## config.mk

```make
export PLATFORM = sky130hd
export DESIGN_NAME = pipe_data_path
export DESIGN_NICKNAME = d
export VERILOG_FILES = /design/src/rtl/pipe_data_path.sv
export SDC_FILE = /design/constraint.sdc
export NUM_CORES = 1
export LEC_CHECK = 0
export ABC_AREA = 1
export BUFFER_PORTS_ARGS = -buffer_cell sky130_fd_sc_hd__buf_2
export CAP_MARGIN = 10
export CORE_MARGIN = 2
export CORE_UTILIZATION = 30
export DETAILED_ROUTE_END_ITERATION = 10
export PLACE_DENSITY = 0.53
export SYNTH_ARGS = -nofsm -noshare
export SYNTH_HDL_FRONTEND = slang
export SYNTH_SLANG_ARGS = --single-unit
```

## constraint.sdc

```tcl
create_clock -name clk -period 4 [get_ports clk]
set_clock_uncertainty 0.1 [all_clocks]
set_input_delay 0.6 -clock clk [delete_from_list [all_inputs] [get_ports clk]]
set_output_delay 0.6 -clock clk [all_outputs]
set_load 0.005 [all_outputs]
```

## src/rtl/pipe_data_path.sv

```systemverilog
`timescale 1ns/1ps
// pipe_data_path: 3-stage issue/operand/execute datapath, NREG x DWIDTH
// register file, full forwarding, PC. Optional flags: PIPE_DP_FLAGS_EN.
module pipe_data_path #(
    parameter int DWIDTH = 16,
    parameter int RADDR  = 2
) (
    input  logic              clk,
    input  logic              rst_n,
    input  logic              en_in,
    input  logic [RADDR-1:0]  rd,
    input  logic [RADDR-1:0]  rs,
    input  logic              wr_en,
    input  logic              alu_in_sel,
    input  logic [7:0]        offset,
    input  logic [2:0]        alu_func,
    input  logic              en_pc_pulse,
    input  logic [1:0]        pc_ctrl,
    input  logic [7:0]        offset_addr,
    output logic [DWIDTH-1:0] pc_out,
    output logic              en_out,
    output logic [DWIDTH-1:0] alu_out,
    input  logic [RADDR-1:0]  dbg_addr,
    output logic [DWIDTH-1:0] dbg_data
`ifdef PIPE_DP_FLAGS_EN
    ,
    output logic              flag_z,
    output logic              flag_c,
    output logic              flag_n
`endif
);
    localparam int NREG = 1 << RADDR;

    typedef struct packed {
        logic [RADDR-1:0] rd;
        logic [RADDR-1:0] rs;
        logic             wr;
        logic             sel;
        logic [7:0]       off;
        logic [2:0]       func;
    } if_id_t;

    typedef struct packed {
        logic [RADDR-1:0]  rd;
        logic              wr;
        logic [2:0]        func;
        logic [DWIDTH-1:0] a;
        logic [DWIDTH-1:0] b;
    } id_ex_t;

    logic              r_s1_v;
    logic              r_s2_v;
    logic              r_s3_v;
    if_id_t            r_s1;
    id_ex_t            r_s2;
    logic [RADDR-1:0]  r_s3_rd;
    logic              r_s3_wr;
    logic [DWIDTH-1:0] r_alu;
    logic [DWIDTH-1:0] r_pc;
    logic [DWIDTH-1:0] r_regs [NREG];

    logic [DWIDTH-1:0] w_a;
    logic [DWIDTH-1:0] w_b;
    logic [DWIDTH-1:0] w_alu;
    logic [DWIDTH-1:0] w_sext;

    assign w_sext = DWIDTH'($signed(r_s1.off));

    // Operand resolve: youngest in-flight producer beats the register file
    always_comb begin
        w_a = r_regs[r_s1.rd];
        if (r_s2_v && r_s2.wr && r_s2.rd == r_s1.rd)
            w_a = w_alu;
        else if (r_s3_v && r_s3_wr && r_s3_rd == r_s1.rd)
            w_a = r_alu;
        w_b = r_regs[r_s1.rs];
        if (r_s2_v && r_s2.wr && r_s2.rd == r_s1.rs)
            w_b = w_alu;
        else if (r_s3_v && r_s3_wr && r_s3_rd == r_s1.rs)
            w_b = r_alu;
        if (r_s1.sel)
            w_b = w_sext;
    end

    // Execute-stage ALU on registered operands
    always_comb begin
        w_alu = '0;
        unique case (r_s2.func)
            3'b000: w_alu = r_s2.a + r_s2.b;
            3'b001: w_alu = r_s2.a - r_s2.b;
            3'b010: w_alu = r_s2.a & r_s2.b;
            3'b011: w_alu = r_s2.a | r_s2.b;
            3'b100: w_alu = r_s2.a ^ r_s2.b;
            3'b101: w_alu = ~r_s2.a;
            3'b110: w_alu = r_s2.b;
            3'b111: w_alu = (r_s2.a < r_s2.b) ? DWIDTH'(1) : '0;
        endcase
    end

    // Pipeline registers; bubbles hold data and only clear the valid
    always_ff @(posedge clk or negedge rst_n) begin
        if (!rst_n) begin
            r_s1_v  <= 1'b0;
            r_s2_v  <= 1'b0;
            r_s3_v  <= 1'b0;
            r_s1    <= '0;
            r_s2    <= '0;
            r_s3_rd <= '0;
            r_s3_wr <= 1'b0;
            r_alu   <= '0;
        end else begin
            r_s1_v <= en_in;
            if (en_in)
                r_s1 <= '{rd: rd, rs: rs, wr: wr_en, sel: alu_in_sel,
                          off: offset, func: alu_func};
            r_s2_v <= r_s1_v;
            if (r_s1_v)
                r_s2 <= '{rd: r_s1.rd, wr: r_s1.wr, func: r_s1.func,
                          a: w_a, b: w_b};
            r_s3_v <= r_s2_v;
            if (r_s2_v) begin
                r_s3_rd <= r_s2.rd;
                r_s3_wr <= r_s2.wr;
                r_alu   <= w_alu;
            end
        end
    end

    // Writeback of the result currently presented on alu_out
    always_ff @(posedge clk or negedge rst_n) begin
        if (!rst_n) begin
            for (int i = 0; i < NREG; i++)
                r_regs[i] <= '0;
        end else if (r_s3_v && r_s3_wr) begin
            r_regs[r_s3_rd] <= r_alu;
        end
    end

    // Program counter, independent of instruction issue
    always_ff @(posedge clk or negedge rst_n) begin
        if (!rst_n) begin
            r_pc <= '0;
        end else if (en_pc_pulse) begin
            unique case (pc_ctrl)
                2'b00: r_pc <= r_pc;
                2'b01: r_pc <= r_pc + DWIDTH'(1);
                2'b10: r_pc <= DWIDTH'(offset_addr);
                2'b11: r_pc <= r_pc + DWIDTH'($signed(offset_addr));
            endcase
        end
    end

`ifdef PIPE_DP_FLAGS_EN
    logic r_fz;
    logic r_fc;
    logic r_fn;
    logic w_c;

    // ADD carries exactly when the wrapped sum is below an operand
    always_comb begin
        w_c = 1'b0;
        if (r_s2.func == 3'b000)
            w_c = (w_alu < r_s2.a);
        else if (r_s2.func == 3'b001)
            w_c = (r_s2.a < r_s2.b);
    end

    // Flags move together with alu_out
    always_ff @(posedge clk or negedge rst_n) begin
        if (!rst_n) begin
            r_fz <= 1'b0;
            r_fc <= 1'b0;
            r_fn <= 1'b0;
        end else if (r_s2_v) begin
            r_fz <= (w_alu == '0);
            r_fc <= w_c;
            r_fn <= w_alu[DWIDTH-1];
        end
    end

    assign flag_z = r_fz;
    assign flag_c = r_fc;
    assign flag_n = r_fn;
`endif

    assign pc_out   = r_pc;
    assign en_out   = r_s3_v;
    assign alu_out  = r_alu;
    assign dbg_data = r_regs[dbg_addr];

endmodule

```

## Yosys cells after proc, flatten, opt, wreduce, memory -nomap -nowiden

Cells that the tools add are included.

| cells by class | value |
|---|---|
| add/subtract/negate cells | 4 |
| order comparisons | 6 |
| eq/ne operators | 14 |
| muxes and demuxes | 20 |
| bitwise logic cells | 9 |
| reductions and logical operators | 10 |

Operators by type and width:

| operator | number |
|---|---|
| two-way mux 16 bit | 12 |
| case mux 16 bit (8 select lines) | 1 |
| binary-select mux 16 bit (select 2 bit) | 3 |
| bitwise mux 64 bit | 1 |
| case mux 16 bit (3 select lines) | 1 |
| adder 16 bit | 2 |
| demux 16 bit (select 2 bit) | 1 |
| adder 16 x 1 -> 16 bit, second input constant | 1 |
| AND 16 bit | 1 |
| < comparator 16 bit | 1 |
| inverter 16 bit | 1 |
| OR 16 bit | 1 |
| subtractor 16 bit | 1 |
| XOR 16 bit | 1 |
| == test 3 bit, second input constant | 4 |
| greater-or-equal comparator 3 bit, second input constant | 4 |
| inverter 2 -> 3 bit | 4 |
| == test 2 bit | 4 |
| logical AND 1 bit | 7 |
| == test 3 x 2 -> 1 bit, second input constant | 2 |
| == test 2 bit, second input constant | 2 |
| == test 3 x 1 -> 1 bit, second input constant | 1 |
| logical NOT 3 bit | 1 |
| < comparator 3 x 1 -> 1 bit, second input constant | 1 |
| other kinds (5) | 5 |

| storage, ports and cells | value |
|---|---|
| bits in registers | 157 |
| input port bits | 33 |
| output and inout bits | 49 |
| logic and storage cells | 85 |

## Depth between registers and ports, before layout

Gate-level depths: netlist of run 1.

| depth | value |
|---|---|
| word-level depth | 7 |
| mapped depth | 15 |
| gate-level depth less buffers | 14 |

## Worst setup path before layout of run 1

OpenSTA, ideal clock, no wires.

| timing path | value |
|---|---|
| path kind | input -> register |
| start point | input pc_ctrl[0] |
| end point | register r_pc[10] (netlist: pc_out[10]) |
| setup time | 0.122 ns |
| arrival time | 2.396 ns |
| data required time | 3.778 ns |
| slack | 1.383 ns |
| stages on the path | 8 |
| path buffers | 0 |
| path through | nand2_1 -> nor2_1 -> ha_1 -> a21oi_1 -> o21ai_0 -> nand3b_1 -> or2_2 -> a32o_1 |

| on the way | value |
|---|---|
| cells in the longest elaborated chain, start to end | 3 |
| elaborated cells on any way between the ends | 7 |
| those cells by class | 3 x eq/ne; 1 x mux; 1 x bitwise; 2 x reduce/logical |

Ends and longest elaborated chain:

| element | RTL line | RTL |
|---|---|---|
| from (decl) | 18 | `input logic [1:0] pc_ctrl,` |
| parallel branches: the longest is 3 deep, another holds case mux 16 bit (3 select lines) | - |  |
| to (signal assigned) | 145 | `2'b00: r_pc <= r_pc;` |
| to (signal assigned) | 146 | `2'b01: r_pc <= r_pc + DWIDTH'(1);` |
| to (signal assigned) | 147 | `2'b10: r_pc <= DWIDTH'(offset_addr);` |
| to (decl) | 59 | `logic [DWIDTH-1:0] r_pc;` |

Several ways; the timed one is not identified.
A chain may end at the register's enable or synchronous reset.

## Worst setup path after layout of run 1

| timing path | value |
|---|---|
| start point | register r_s1[13] in the netlist's numbering |
| end point | register r_s2[10] in the netlist's numbering |

| on the way | value |
|---|---|
| cells in the longest elaborated chain, start to end | 7 |
| elaborated cells on any way between the ends | 11 |
| those cells by class | 2 x eq/ne; 6 x mux; 1 x bitwise; 2 x reduce/logical |

Ends and longest elaborated chain:

| element | RTL line | RTL |
|---|---|---|
| from (decl) | 54 | `if_id_t r_s1;` |
| from (signal assigned) | 114 | `r_s1 <= '{rd: rd, rs: rs, wr: wr_en, sel: alu_in_sel,` |
| inverter 2 -> 3 bit (implied by the code) | 76 | `w_b = r_regs[r_s1.rs];` |
| binary-select mux 16 bit (select 2 bit) | 76 |  |
| two-way mux 16 bit (implied by the code) (2 in a row) | 76 |  |
| two-way mux 16 bit | 79 | `else if (r_s3_v && r_s3_wr && r_s3_rd == r_s1.rs)` |
| two-way mux 16 bit * | 77 | `if (r_s2_v && r_s2.wr && r_s2.rd == r_s1.rs)` |
| two-way mux 16 bit * | 81 | `if (r_s1.sel)` |
| to (signal assigned) | 118 | `r_s2 <= '{rd: r_s1.rd, wr: r_s1.wr, func: r_s1.func,` |
| to (decl) | 55 | `id_ex_t r_s2;` |

Every way passes the cells marked *; elsewhere a longest branch is shown, timed or not. The select of a mux whose other input is x is not followed.

==> results_dict.tcl, run 1 <==
set metrics [dict create \
    synth_cell_types 51 \
    cts.htree.levels 4 \
    grt_pass1_vias 10911 \
    layout_common_cells "354 x nand2_1, 237 x o21ai_0, 197 x inv_1" \
    hold_path.class "primary input to async pin" \
    rsz0062_at_grt "no" \
    die_h_um 200 \
    slowest_delay_ns 0.59 \
    fillCellCount 4166 \
    m1WireLength_um 18100 \
    worst-endpoint-required_ns 4.27 \
    multiInputGateArea_mm2 0.00643 \
    grtUsageTotal 0.192 \
    crit_arrival_ns 3.04 \
    ios 82 \
    grt_max_degree 86 \
    wirelength_um 38400 \
    cts_hold_buf 0 \
    rows 71 \
    cap_violations 0 \
    postRouteAntennaNets 0 \
    fmax_mhz 360 \
    max-slew-margin-rel 0.274 \
    period_share 0.694 \
    p_leak_nw 6.31 \
    worstPathMaxFanout 50 \
    vias 11364 \
    synth_area_mm2 0.0116 \
    vdd_ir_drop_max_mv 0.388 \
    drive_gt1_frac 0.103 \
    end_kind "flip-flop" \
    register_area_mm2 0.00393 \
    top_layer "met4" \
    min_period_ns 2.78 \
    ys_seq_area_frac 0.340 \
    avgSynthCellArea_um2 6.98 \
    setup_ws_ns 1.22 \
    firstDrtPassIters 6 \
    setup_viol 0 \
    power.density_mw_per_mm2 617 \
    grt_first_pass_wirelength_um 61400 \
    syn-num-nets 1756 \
    setup_tns_ns 0 \
    drt-vias-per-instance 5.13 \
    path_cells "buf_4 -> nor2_1 -> nor2_1 -> nand3_2 -> a31oi_1 -> o21ai_0 -> inv_1 -> o21ai_1 -> a21oi_1" \
    dr_wl_met2_um 17900 \
    post_cts_buffers 0 \
    cts_max_path_buffers 2 \
    avgRoutedWirePerCell_um 17.3 \
    nNetsFinal 1789 \
    yosysWarnings 0 \
    start_kind "flip-flop" \
    start_util 0.305 \
    clkTransAtPathRegs_ns 0.07 \
    criticalPathCategory "flip-flop to flip-flop" \
    critPathSlowestCell "nand3_2" \
    cts_buffers 17 \
    grt_antenna_before_repair 0 \
    status "complete, no violations" \
    drtIter0Drc 828 \
    drc 0 \
    cpMostUsedCell "nor2_1" \
    dieArea_mm2 0.0401 \
    area_growth_pct 12.3 \
    pre_cts_ws_ns 0.868 \
    clk_latency_ns 0.45 \
    route.met3.wl_um 1700 \
    post-dp-hpwl_um 27800 \
    die_w_um 200 \
    finalMaxSlewViolations 0 \
    worst_pin_slew_ns 1.08 \
    grt-ovfl-total 0 \
    cts_resized 0 \
    place.gp.congestion 0.907 \
    syn-instance-count 1657 \
    cts_sinks 157 \
    ys_ff_latch 157 \
    layout_commonest_cell "nand2_1" \
    cts_tree "yes" \
    root_buffer "clkbuf_16" \
    numPortBuffers 81 \
    core_mm2 0.0378 \
    hold_viol 0 \
]
[layer usage]
metal | GRT usage | vias up
li1 | - | 5604
met1 | 0.263 | 5404
met2 | 0.318 | 308
met3 | 0.0270 | 48
met4 | 0.0497 | 0
met5 | 0 | -
[cell usage after synthesis (all sizes together)]
master / number / area (µm²)
o221ai: 1 / 8.76
a21oi: 146 / 734
dfrtp: 157 / 3930
xnor2: 5 / 43.8
a31oi: 11 / 68.8
nand3b: 4 / 30.0
o22ai: 44 / 275
nand3: 80 / 438
nand2: 355 / 1340
nor2: 129 / 497
o21bai: 6 / 45.0
a22oi: 6 / 45.0
and2: 4 / 25.0
o21ai: 254 / 1270
clkinv: 1 / 3.75
a21o: 2 / 15.0
a32o: 2 / 20.0
a2111oi: 1 / 8.76
a21boi: 1 / 7.51
or2: 5 / 31.3
o2bb2ai: 1 / 8.76
fa: 3 / 60.1
a211oi: 9 / 108
clkbuf: 44 / 168
ha: 63 / 788
xor2: 10 / 87.6
buf: 42 / 253
nor3: 12 / 60.1
mux2: 11 / 124
inv: 207 / 782
a22o: 1 / 8.76
o211ai: 18 / 135
nand4: 18 / 113
o31ai: 3 / 22.5
o22a: 1 / 8.76
[critical path, delay by kind of cell, from the launching register on]
kind | cells | cell delay (ns)
compound gates | 4 | 0.84
simple gates | 3 | 0.83
buf+inv | 2 | 0.53
flops | 1 | 0.39
[final timing paths]
check / from / endpoint / slack [ns] / cells past startpoint
setup reg to reg: r_s1[13] / r_s2[10] / 1.22 / 9
hold / removal: rst_n / r_regs[35] / 0.10 / 1
max in group asynchronous: rst_n / r_regs[10] / 2.75 / 2
setup / recovery: r_s1[13] / r_s2[10] / 1.22 / 9
min in group clk: rd[0] / r_s1[15] / 0.26 / 3
hold reg to reg: r_s1[2] / r_s2[34] / 0.37 / 2
[metrics by stage]
step	hold slack [ns]	power, mW	std cells	util	cell area [µm²]
after detailed placement	0.363	6.21	2182	0.326	12300
after global routing	0.173	8.66	2214	0.343	13000
final	0.102	8.01	2215	0.343	13000
after CTS	0.152	8.03	2214	0.343	13000
after floorplan	0.204	5.01	1657	-	11600
after global placement	0.357	6.17	2182	0.326	12300
[flip-flops by register name (all words and copies together), names as in the netlist]
signal and flops:
alu_out 16, en_out 1, pc_out 16, r_regs 64
r_s1 17, r_s1_v 1, r_s2 38, r_s2_v 1
r_s3_rd 2, r_s3_wr 1
[logic make-up after synthesis]
family | share of synthesized area
adder cells (fa/ha/maj) | 0.0734
multiplexers | 0.0107
XOR/XNOR | 0.0114
buffers and inverters | 0.104
AND/OR/NAND/NOR | 0.219
flip-flops | 0.340
AO/OA/AOI/OAI | 0.242
[area by class of cell]
class	count	area share
Multi-Input combinational cell	1206	0.495
Sequential cell	157	0.303
Inverter	208	0.0605
Tap cell	511	0.0492
Timing Repair Buffer	100	0.0436
Clock buffer	17	0.0328
Clock inverter	15	0.0160
Antenna cell	1	0.000193
[where the power goes]
group          switching (mW)  internal, mW
registers               0.535          2.09
clock network           0.777          1.01
logic                    2.36          1.24
total                    3.67          4.34
Note: power is estimated with default switching activity, not from simulation.
==> inputs of run 2 (changes only) <==
- ABC_AREA: 1 -> 0
- clock period: 4 -> 2.7 ns (I/O delays scaled with it)
==> run 2 against run 1 <==
  * Maximum frequency is 4.3% lower
  * The run now ends with setup timing left
  * Combinational power grew to 2.6 times the previous value
  * Die area is 2.5% lower
  * Global-route usage is 1.1 points lower
  * Critical path depth is 2 higher
  * Hold slack worse by 0.0044 ns
  * Setup slack worse by 1.4 ns
  * Routed wire length is 11% lower
  * Via count is 17% lower
  * Total power is 100% higher
  * Clock power is 33% higher
  * First-iteration DRC count is 34% lower
==> results_dict.tcl, run 2 <==
set metrics [dict create \
    synth-edff-count 0 \
    layout_commonest_cell "buf_4" \
    ys_seq_area_frac 0.349 \
    avgRoutedWirePerCell_um 18.8 \
    slowest_delay_ns 0.42 \
    drtIter0Drc 550 \
    crit_arrival_ns 3.09 \
    finalMaxSlewViolations 0 \
    dp_cells 1776 \
    rrSetupSlack_ns -0.20 \
    cts_sinks 157 \
    vias 9470 \
    wirelength_um 34300 \
    worst-endpoint-required_ns 2.89 \
    power.density_mw_per_mm2 1090 \
    hold_viol 0 \
    r2r_end "r_s2[22]" \
    status "complete, but fails checks" \
    postRouteAntennaNets 0 \
    worst_pin_slew_ns 0.877 \
    min_period_ns 2.90 \
    holdPathStages 2 \
    cts_tree "yes" \
    grt_pass1_vias 9874 \
    holdPathEnd "r_s1[15]" \
    drive_gt1_frac 0.416 \
    dieArea_mm2 0.0391 \
    pre_cts_ws_ns -0.405 \
    ios 82 \
    drt-vias-per-instance 5.19 \
    firstDrtPassIters 5 \
    clkTransAtPathRegs_ns 0.07 \
    synth_commonest_cells "157 x dfrtp_1, 105 x nand2_1, 83 x mux2_2, 72 x o21ai_0, 69 x nor2_1" \
    largest_register_ffs 64 \
    setup_viol 25 \
    drc 0 \
    die_h_um 198 \
    path_cells "ha_4 -> fa_2 -> o21ba_4 -> a211oi_4 -> buf_4 -> o21bai_1 -> a21oi_2 -> mux2i_2 -> o221ai_2 -> o211ai_1 -> a31oi_1" \
    grt_first_pass_wirelength_um 55700 \
    synth_cell_types 83 \
    final_core_util 0.399 \
    synth_flop_cell "dfrtp_1" \
    cts_buffers 17 \
    cp.buffers_inverters 1 \
    synth_top_area_cell "dfrtp_1" \
    synth_area_mm2 0.0113 \
    synth.top_cell.area_share 0.349 \
    start_util 0.306 \
    grtUsageTotal 0.181 \
    placed_area_mm2 0.0133 \
    setup_tns_ns -2.84 \
    cap_violations 0 \
    syn-num-nets 1225 \
    top_regs "r_regs: 64 flops, r_s2: 38 flops, r_s1: 17 flops" \
    rows 70 \
    setup_ws_ns -0.201 \
    numPortBuffers 81 \
    stdcell_count 1825 \
    clk_latency_ns 0.43 \
    criticalPathCategory "flip-flop to flip-flop" \
    regMostFlops "r_regs" \
    post-dp-hpwl_um 26100 \
    hold_path.class "primary input to flip-flop" \
    core_mm2 0.0368 \
    vdd_ir_drop_max_mv 0.511 \
    place.gp.congestion 0.854 \
    violations "setup timing" \
    cts.htree.levels 4 \
    nNetsFinal 1443 \
    synthArstFlopShare 1.00 \
    reg2reg_depth 11 \
    start_kind "flip-flop" \
    grt_antenna_before_repair 0 \
    worstPathMaxFanout 3 \
    hold_ws_ns 0.0977 \
    finalPower_mw 16.0 \
    num_antenna_cells 0 \
    area_growth_pct 30.2 \
    cts_max_path_buffers 2 \
    yosysWarnings 0 \
    critPathSlowestCell "dfrtp_1" \
    grt-ovfl-total 0 \
    avgSynthCellArea_um2 10.0 \
    r2r_start "r_s2[0]" \
    max-slew-margin-rel 0.414 \
    layout_common_cells "185 x buf_4, 157 x dfrtp_1, 102 x nand2_1" \
    rsz0062_at_grt "yes" \
    ys_ff_latch 157 \
    crit_family "compound AO/OA/AOI/OAI gates" \
    p_leak_nw 6.31 \
    fmax_mhz 345 \
    period_share 1.07 \
    root_buffer "clkbuf_16" \
    syn-instance-count 1126 \
    die_w_um 198 \
    grt_max_degree 53 \
    final_cell_area_mm2 0.0147 \
    synth_most_common_cell "dfrtp_1" \
    synth_area_leaders "dfrtp_1 35%, mux4_2 9.6%, mux2_2 8.3%" \
    end_kind "flip-flop" \
    min-delay-start "rd[0]" \
]
[run 2: cell types whose count changed after synthesis, sizes merged, moves of 66 or more]
cell,before,now
mux2,11,83
inv,207,63
a21oi,146,68
nand2,355,105
nand3,80,14
o21ai,254,84
[run 2: power by group]
group | internal, mW | switching [mW]
Sequential | 3.26 | 1.05
Combinational | 4.80 | 4.58
Clock | 1.29 | 1.08
Total | 9.34 | 6.70
[run 2: how the worst max path moves through the flow]
stage | start | endpoint | slack (ns) | cells past startpoint
after global placement | pc_ctrl[0] | pc_out[15] | -0.34 | 11
after CTS | r_s2[0] | r_s2[22] | -0.16 | 11
final | r_s2[0] | r_s2[22] | -0.20 | 11
after floorplan | offset_addr[0] | pc_out[12] | -0.12 | 12
after global routing | r_s2[0] | r_s2[14] | -0.31 | 10
after detailed placement | pc_ctrl[0] | pc_out[15] | -0.40 | 11
[run 2: cell families after synthesis]
family | synth area share
compound gates | 0.178
xor+xnor | 0.0218
fa+ha+maj | 0.0753
buf+inv | 0.0507
flops | 0.349
mux | 0.215
simple gates | 0.110
[run 2: layer usage]
metal	part of all wire	wire length [µm]	vias to the layer above	global-route usage
met2	0.49	16700	167	0.306
met4	0.014	473	0	0.0510
met1	0.48	16400	4696	0.247
li1	-	-	4582	-
met5	0	0	-	0
met3	0.024	829	25	0.0182
[run 2: repair_timing]
item,CTS,global route
gates resized for setup,65,67
buffers inserted,6,10
hold endpoints to repair,49,0
endpoints found under the setup margin,38,42
hold buffers,1,0
pin swaps,32,40
[run 2: layout make-up]
cell class / instances / area, µm²
fill: 3628 / 22100
multi-input combinational: 829 / 7400
sequential: 157 / 3930
timing repair buffer: 276 / 1950
tap: 468 / 586
clock buffer: 18 / 429
inverter: 63 / 236
clock inverter: 14 / 135
